## src/rtl/mem_burst_ctrl.sv

```systemverilog
// Memory-interface sequencer: accepts a master request in IDLE and drives a
// synchronous SRAM-style port through single/burst reads or a single write.
module mem_burst_ctrl #(
  parameter int unsigned ADDR_W    = 16,
  parameter int unsigned DATA_W    = 8,
  parameter int unsigned BURST_LEN = 4,
  parameter int unsigned WAIT_CYC  = 0
) (
  input  logic              clk,
  input  logic              reset,
  input  logic              req,
  input  logic              rw,
  input  logic              burst,
  input  logic [ADDR_W-1:0] addr,
  input  logic [DATA_W-1:0] wdata,
  input  logic [DATA_W-1:0] mem_rdata,
  output logic              ack,
  output logic              busy,
  output logic              oe,
  output logic              we,
  output logic              we_me,
  output logic [ADDR_W-1:0] mem_addr,
  output logic [DATA_W-1:0] mem_wdata,
  output logic [DATA_W-1:0] rdata,
  output logic              rvalid,
  output logic              rlast
);

  localparam int unsigned BEAT_W = (BURST_LEN > 1) ? $clog2(BURST_LEN) : 1;
  localparam int unsigned WAIT_W = (WAIT_CYC > 0) ? $clog2(WAIT_CYC + 1) : 1;
  localparam logic [BEAT_W-1:0] LAST_BURST = BEAT_W'(BURST_LEN - 1);
  localparam logic [WAIT_W-1:0] LAST_WAIT  = WAIT_W'(WAIT_CYC);

  typedef enum logic [1:0] {
    ST_IDLE  = 2'd0,
    ST_READ  = 2'd1,
    ST_WRITE = 2'd2
  } state_t;

  state_t            r_state,     w_state_nxt;
  logic [BEAT_W-1:0] r_beat,      w_beat_nxt;
  logic [BEAT_W-1:0] r_last_beat, w_last_beat_nxt;
  logic [WAIT_W-1:0] r_wait,      w_wait_nxt;
  logic [ADDR_W-1:0] r_mem_addr,  w_mem_addr_nxt;
  logic [DATA_W-1:0] r_mem_wdata, w_mem_wdata_nxt;
  logic [DATA_W-1:0] r_rdata,     w_rdata_nxt;
  logic              r_rvalid,    w_rvalid_nxt;
  logic              r_rlast,     w_rlast_nxt;
  logic              w_idle;
  logic              w_beat_end;

  assign w_idle     = (r_state == ST_IDLE);
  assign w_beat_end = (r_wait == LAST_WAIT);

  // State and datapath registers
  always_ff @(posedge clk or negedge reset) begin
    if (!reset) begin
      r_state     <= ST_IDLE;
      r_beat      <= '0;
      r_last_beat <= '0;
      r_wait      <= '0;
      r_mem_addr  <= '0;
      r_mem_wdata <= '0;
      r_rdata     <= '0;
      r_rvalid    <= 1'b0;
      r_rlast     <= 1'b0;
    end else begin
      r_state     <= w_state_nxt;
      r_beat      <= w_beat_nxt;
      r_last_beat <= w_last_beat_nxt;
      r_wait      <= w_wait_nxt;
      r_mem_addr  <= w_mem_addr_nxt;
      r_mem_wdata <= w_mem_wdata_nxt;
      r_rdata     <= w_rdata_nxt;
      r_rvalid    <= w_rvalid_nxt;
      r_rlast     <= w_rlast_nxt;
    end
  end

  // Next-state and next-datapath decode
  always_comb begin
    w_state_nxt     = r_state;
    w_beat_nxt      = r_beat;
    w_last_beat_nxt = r_last_beat;
    w_wait_nxt      = r_wait;
    w_mem_addr_nxt  = r_mem_addr;
    w_mem_wdata_nxt = r_mem_wdata;
    w_rdata_nxt     = r_rdata;
    w_rvalid_nxt    = 1'b0;
    w_rlast_nxt     = 1'b0;
    case (r_state)
      ST_IDLE: begin
        if (req) begin
          w_mem_addr_nxt  = addr;
          w_mem_wdata_nxt = wdata;
          w_beat_nxt      = '0;
          w_wait_nxt      = '0;
          w_last_beat_nxt = (rw && burst) ? LAST_BURST : BEAT_W'(0);
          w_state_nxt     = rw ? ST_READ : ST_WRITE;
        end
      end
      ST_READ: begin
        if (w_beat_end) begin
          w_rdata_nxt    = mem_rdata;
          w_rvalid_nxt   = 1'b1;
          w_rlast_nxt    = (r_beat == r_last_beat);
          w_mem_addr_nxt = r_mem_addr + ADDR_W'(1);
          w_wait_nxt     = '0;
          if (r_beat == r_last_beat) begin
            w_state_nxt = ST_IDLE;
          end else begin
            w_beat_nxt = r_beat + BEAT_W'(1);
          end
        end else begin
          w_wait_nxt = r_wait + WAIT_W'(1);
        end
      end
      ST_WRITE: begin
        if (w_beat_end) begin
          w_wait_nxt  = '0;
          w_state_nxt = ST_IDLE;
        end else begin
          w_wait_nxt = r_wait + WAIT_W'(1);
        end
      end
      default: w_state_nxt = ST_IDLE;
    endcase
  end

  // Strobes decode from the state register; ack/we_me are the Mealy terms
  assign busy      = !w_idle;
  assign oe        = (r_state == ST_READ);
  assign we        = (r_state == ST_WRITE);
  assign ack       = reset && w_idle && req;
  assign we_me     = ack && !rw;
  assign mem_addr  = r_mem_addr;
  assign mem_wdata = r_mem_wdata;
  assign rdata     = r_rdata;
  assign rvalid    = r_rvalid;
  assign rlast     = r_rlast;

endmodule
```

## config.mk

```make
export PLATFORM = sky130hd
export DESIGN_NAME = mem_burst_ctrl
export DESIGN_NICKNAME = d
export VERILOG_FILES = /design/src/rtl/mem_burst_ctrl.sv
export SDC_FILE = /design/constraint.sdc
export NUM_CORES = 1
export LEC_CHECK = 0
export BUFFER_PORTS_ARGS = -buffer_cell sky130_fd_sc_hd__buf_2
export CORE_MARGIN = 3
export CORE_UTILIZATION = 52
export CTS_CLUSTER_DIAMETER = 80
export CTS_CLUSTER_SIZE = 16
export DETAILED_ROUTE_END_ITERATION = 6
export PLACE_DENSITY = 0.85
export SLEW_MARGIN = 20
export SYNTH_ARGS = -nofsm -noshare
export SYNTH_HDL_FRONTEND = slang
export SYNTH_SLANG_ARGS = --single-unit
```

## constraint.sdc

```tcl
create_clock -name clk -period 3 [get_ports clk]
set_clock_uncertainty 0.2 [all_clocks]
set_input_delay 0 -clock clk [delete_from_list [all_inputs] [get_ports clk]]
set_output_delay 0 -clock clk [all_outputs]
set_load 0.05 [all_outputs]
```

==> metrics.md <==
| Metric | Value |
|---|---|
| R2r startpoint | r_state[0] |
| Die Span Y | between 60 and 70 um |
| DRC errors left | 0 |
| Initial Util | between 50% and 60% |
| Inserted Diodes | 0 |
| Worst Setup Start Kind | register |
| Remaining antenna violation count after routing | 0 |
| Peak fanout along the critical path | 20 |
| Core Region | 0.00344 sq mm |
| CTS tree | yes |
| PostCTS Resize Cnt | 0 |
| Most frequent cells in the layout | 75 x buf_2, 66 x nand2_1, 39 x dfrtp_1 |
| Clk Latency, worst-skew pair | ~0.30 ns |
| Leakage power | 0.00136 uW |
| Synth warn | 0 |
| Gr usage total | 25.0% |
| Max-slew violation count | 0 |
| Design Power | approximately 2900 uW |
| Fin crit share | about three quarters |
| Cells taking the most area after synthesis | dfrtp_1 51%, nand2_1 13%, nor2_1 3.2% |
| Final net count | 362 |
| Worst Hold Class | in -> reg |
| Post-Synthesis Net Count | around 250 |
| Clock-pin transition on the worst setup and hold timing paths | 0.08 ns |
| Vias | 1994 |
| Hold Vio Cnt, Final | 0 |
| Critical Path RT | 2.99 ns |
| Cts hold-fix bufs | 35 |
| Dpl hpwl | between 3000 and 4000 um |
| Vias in the first global route | approximately 1800 |
| Power per cell area | roughly 1100 mW/mm^2 |
| I/O pin count | 76 |
| Routability congestion estimate | around 0.88 |
| Worst r2r dst | mem_addr[6] |
| Min Tclk post-route | around 2.2 ns |
| Met3 usage | around 7.8% |
| First-pass GRT wire length | roughly 8300 um |
| Core Rows | 21 |
| Average size of a mapped cell | between 8 and 9 sq um |
| Initial antenna violation count | 0 |
| # fillers | about 240 |
| Most common cell after layout, fill and taps aside | buf_2 |
| Cells after Synth | 215 |
| Peak supply drop | 701 uV |
| Grt met2 use | 38.4% |
| Vias/cell | between 5 and 6 |
| Share of cells above drive strength 1 | 27.4% |
| CP Class | reg -> reg |
| FMAX | ~0.46 GHz |
| Max transition margin | 49.1% |
| CTS Root Cell | clkbuf_8 |
| DR pass1 iterations | 4 |
| Max Root-Sink Buffers | 2 |
| Global-route layer with the greatest usage | met2 |
| Wire per inst | between 10 and 15 um |
| IO Port Bufs | 75 |
| H-tree level count | 2 |
| Mapped cell area | 0.00190 sq mm |
| Post-synthesis sequential area ratio | between 50% and 60% |
| Final Setup Violations | 0 |
| Reg2reg path depth | 5 |
| Synthesis-to-finish area growth | 43.5% |
| Routed wire length | about 5000 um |
| Number of DRC markers in iteration 0 | roughly 150 |
| Synthesized flop and latch total | 39 |
| Distinct cells, synth | 41 |
| Clk sinks | 39 |
| Largest net degree at the start of global routing | 40 |
| RSZ-0062 raised after global routing | false |
| M1 GR Usage | around 34% |
| Die area | 0.00442 sq mm |
| Top cell type's share of synthesized area | approximately half |
| Post-CTS setup repair buffer count | 0 |
| Setup_tns | 0 ns |
| Max-cap violations | 0 |
| Num CTS Buffers | 5 |
| Grt ovf | 0 |
| Hold Startpoint | addr[13] |
| CP endpoint kind | register |
| Die width | about 66 um |
| Slew @ Worst Pin | approximately 0.76 ns |
| Critical path arrival | 2.18 ns |
| Hold Path Depth | 5 |
| Largest area contributor in the netlist | dfrtp_1 |
| Status | finished, final reports clean |
| Hold Path End | mem_addr[13] |
| R2R Setup Slk | between 0.8 and 0.9 ns |
[where the power goes]
part           leakage, uW  internal (uW)  switching, uW
Clock            0.0000474            188            194
Sequential        0.000478            742            243
Combinational     0.000831            391           1140
[cell families after synthesis]
kind of cell | count (synthesis) | share of synthesized area (%)
XOR/XNOR | 1 | 0.460
AND/OR/NAND/NOR | 122 | 29.5
flip-flops | 39 | 51.3
multiplexers | 1 | 0.526
adder cells (fa/ha/maj) | 1 | 0.657
buffers and inverters | 15 | 4.60
AO/OA/AOI/OAI | 36 | 13.0
[worst max path at each step]
| stage | from | endpoint | slack [ns] | cells past startpoint |
|---|---|---|---|---|
| floorplan | r_state[0] | we_me | 0.62 | 4 |
| global placement | r_state[0] | mem_addr[6] | 0.91 | 5 |
| detailed placement | r_state[0] | mem_addr[6] | 0.87 | 5 |
| CTS | r_state[0] | we_me | 0.83 | 5 |
| global route | r_state[0] | mem_addr[9] | 0.64 | 5 |
| finish | r_state[0] | mem_addr[6] | 0.81 | 5 |
[per-layer routing]
layer,part of all wire [%],vias up
li1,-,965
met1,43,928
met2,47,93
met3,8.9,8
met4,1.4,0
met5,0,-
[through the flow]
step / hold slack (ns) / setup WS, ns / instances / area [sq um] / util, %
after floorplan: -0.496 / 0.625 / 215 / 1900 / -
after global placement: -0.0891 / 0.914 / 328 / 2280 / 66.3
after detailed placement: -0.0992 / 0.867 / 328 / 2280 / 66.3
after CTS: 0.00200 / 0.834 / 371 / 2730 / 79.4
after global routing: 0.0780 / 0.641 / 371 / 2730 / 79.4
final: 0.00198 / 0.808 / 371 / 2730 / 79.4
[state kept, by name (all words and copies together), names as in the netlist]
name	count
mem_wdata	8
r_state	2
r_beat	2
rvalid	1
rlast	1
mem_addr	16
r_last_beat	1
rdata	8
[critical path, stage by stage (launching register included)]
cell	delay, ns
dfrtp_1	0.53
nand2b_4	0.26
clkinv_1	0.46
o21ai_0	0.21
o21ai_0	0.11
a221o_1	0.30
[synthesized netlist by cell type]
cell type,instances
mux2i_1,1
o22a_1,1
clkinv_1,1
nand2b_1,1
xnor2_1,1
clkbuf_1,3
inv_1,4
buf_4,2
buf_1,1
nand4_1,3
o21ai_0,8
or3_1,2
a211oi_1,2
and4_1,2
a311oi_1,2
a22o_1,1
o32ai_1,1
nor2b_1,1
a21oi_1,5
nor3b_2,1
o22ai_1,4
nor4_1,2
o211ai_1,6
and2_1,1
or2_2,2
buf_6,3
a31oi_1,1
nor3_1,7
and3_1,5
and4b_1,1
nand3_1,9
or2_1,2
o32a_1,1
buf_2,1
nand2_1,66
dfrtp_1,39
o311ai_1,2
nand2b_4,1
ha_1,1
a221o_1,2
nor2_1,16
[layout make-up]
cell class | instances | area [sq um] | share of cell area, %
clock inverters | 2 | 16.3 | 0.596
clock buffers | 6 | 82.6 | 3.02
well taps | 46 | 57.6 | 2.11
inverters | 5 | 18.8 | 0.687
multi-input cells | 161 | 840 | 30.7
repair buffers | 112 | 741 | 27.1
flip-flops and latches | 39 | 976 | 35.7
Power figures use the tool's default switching activity.
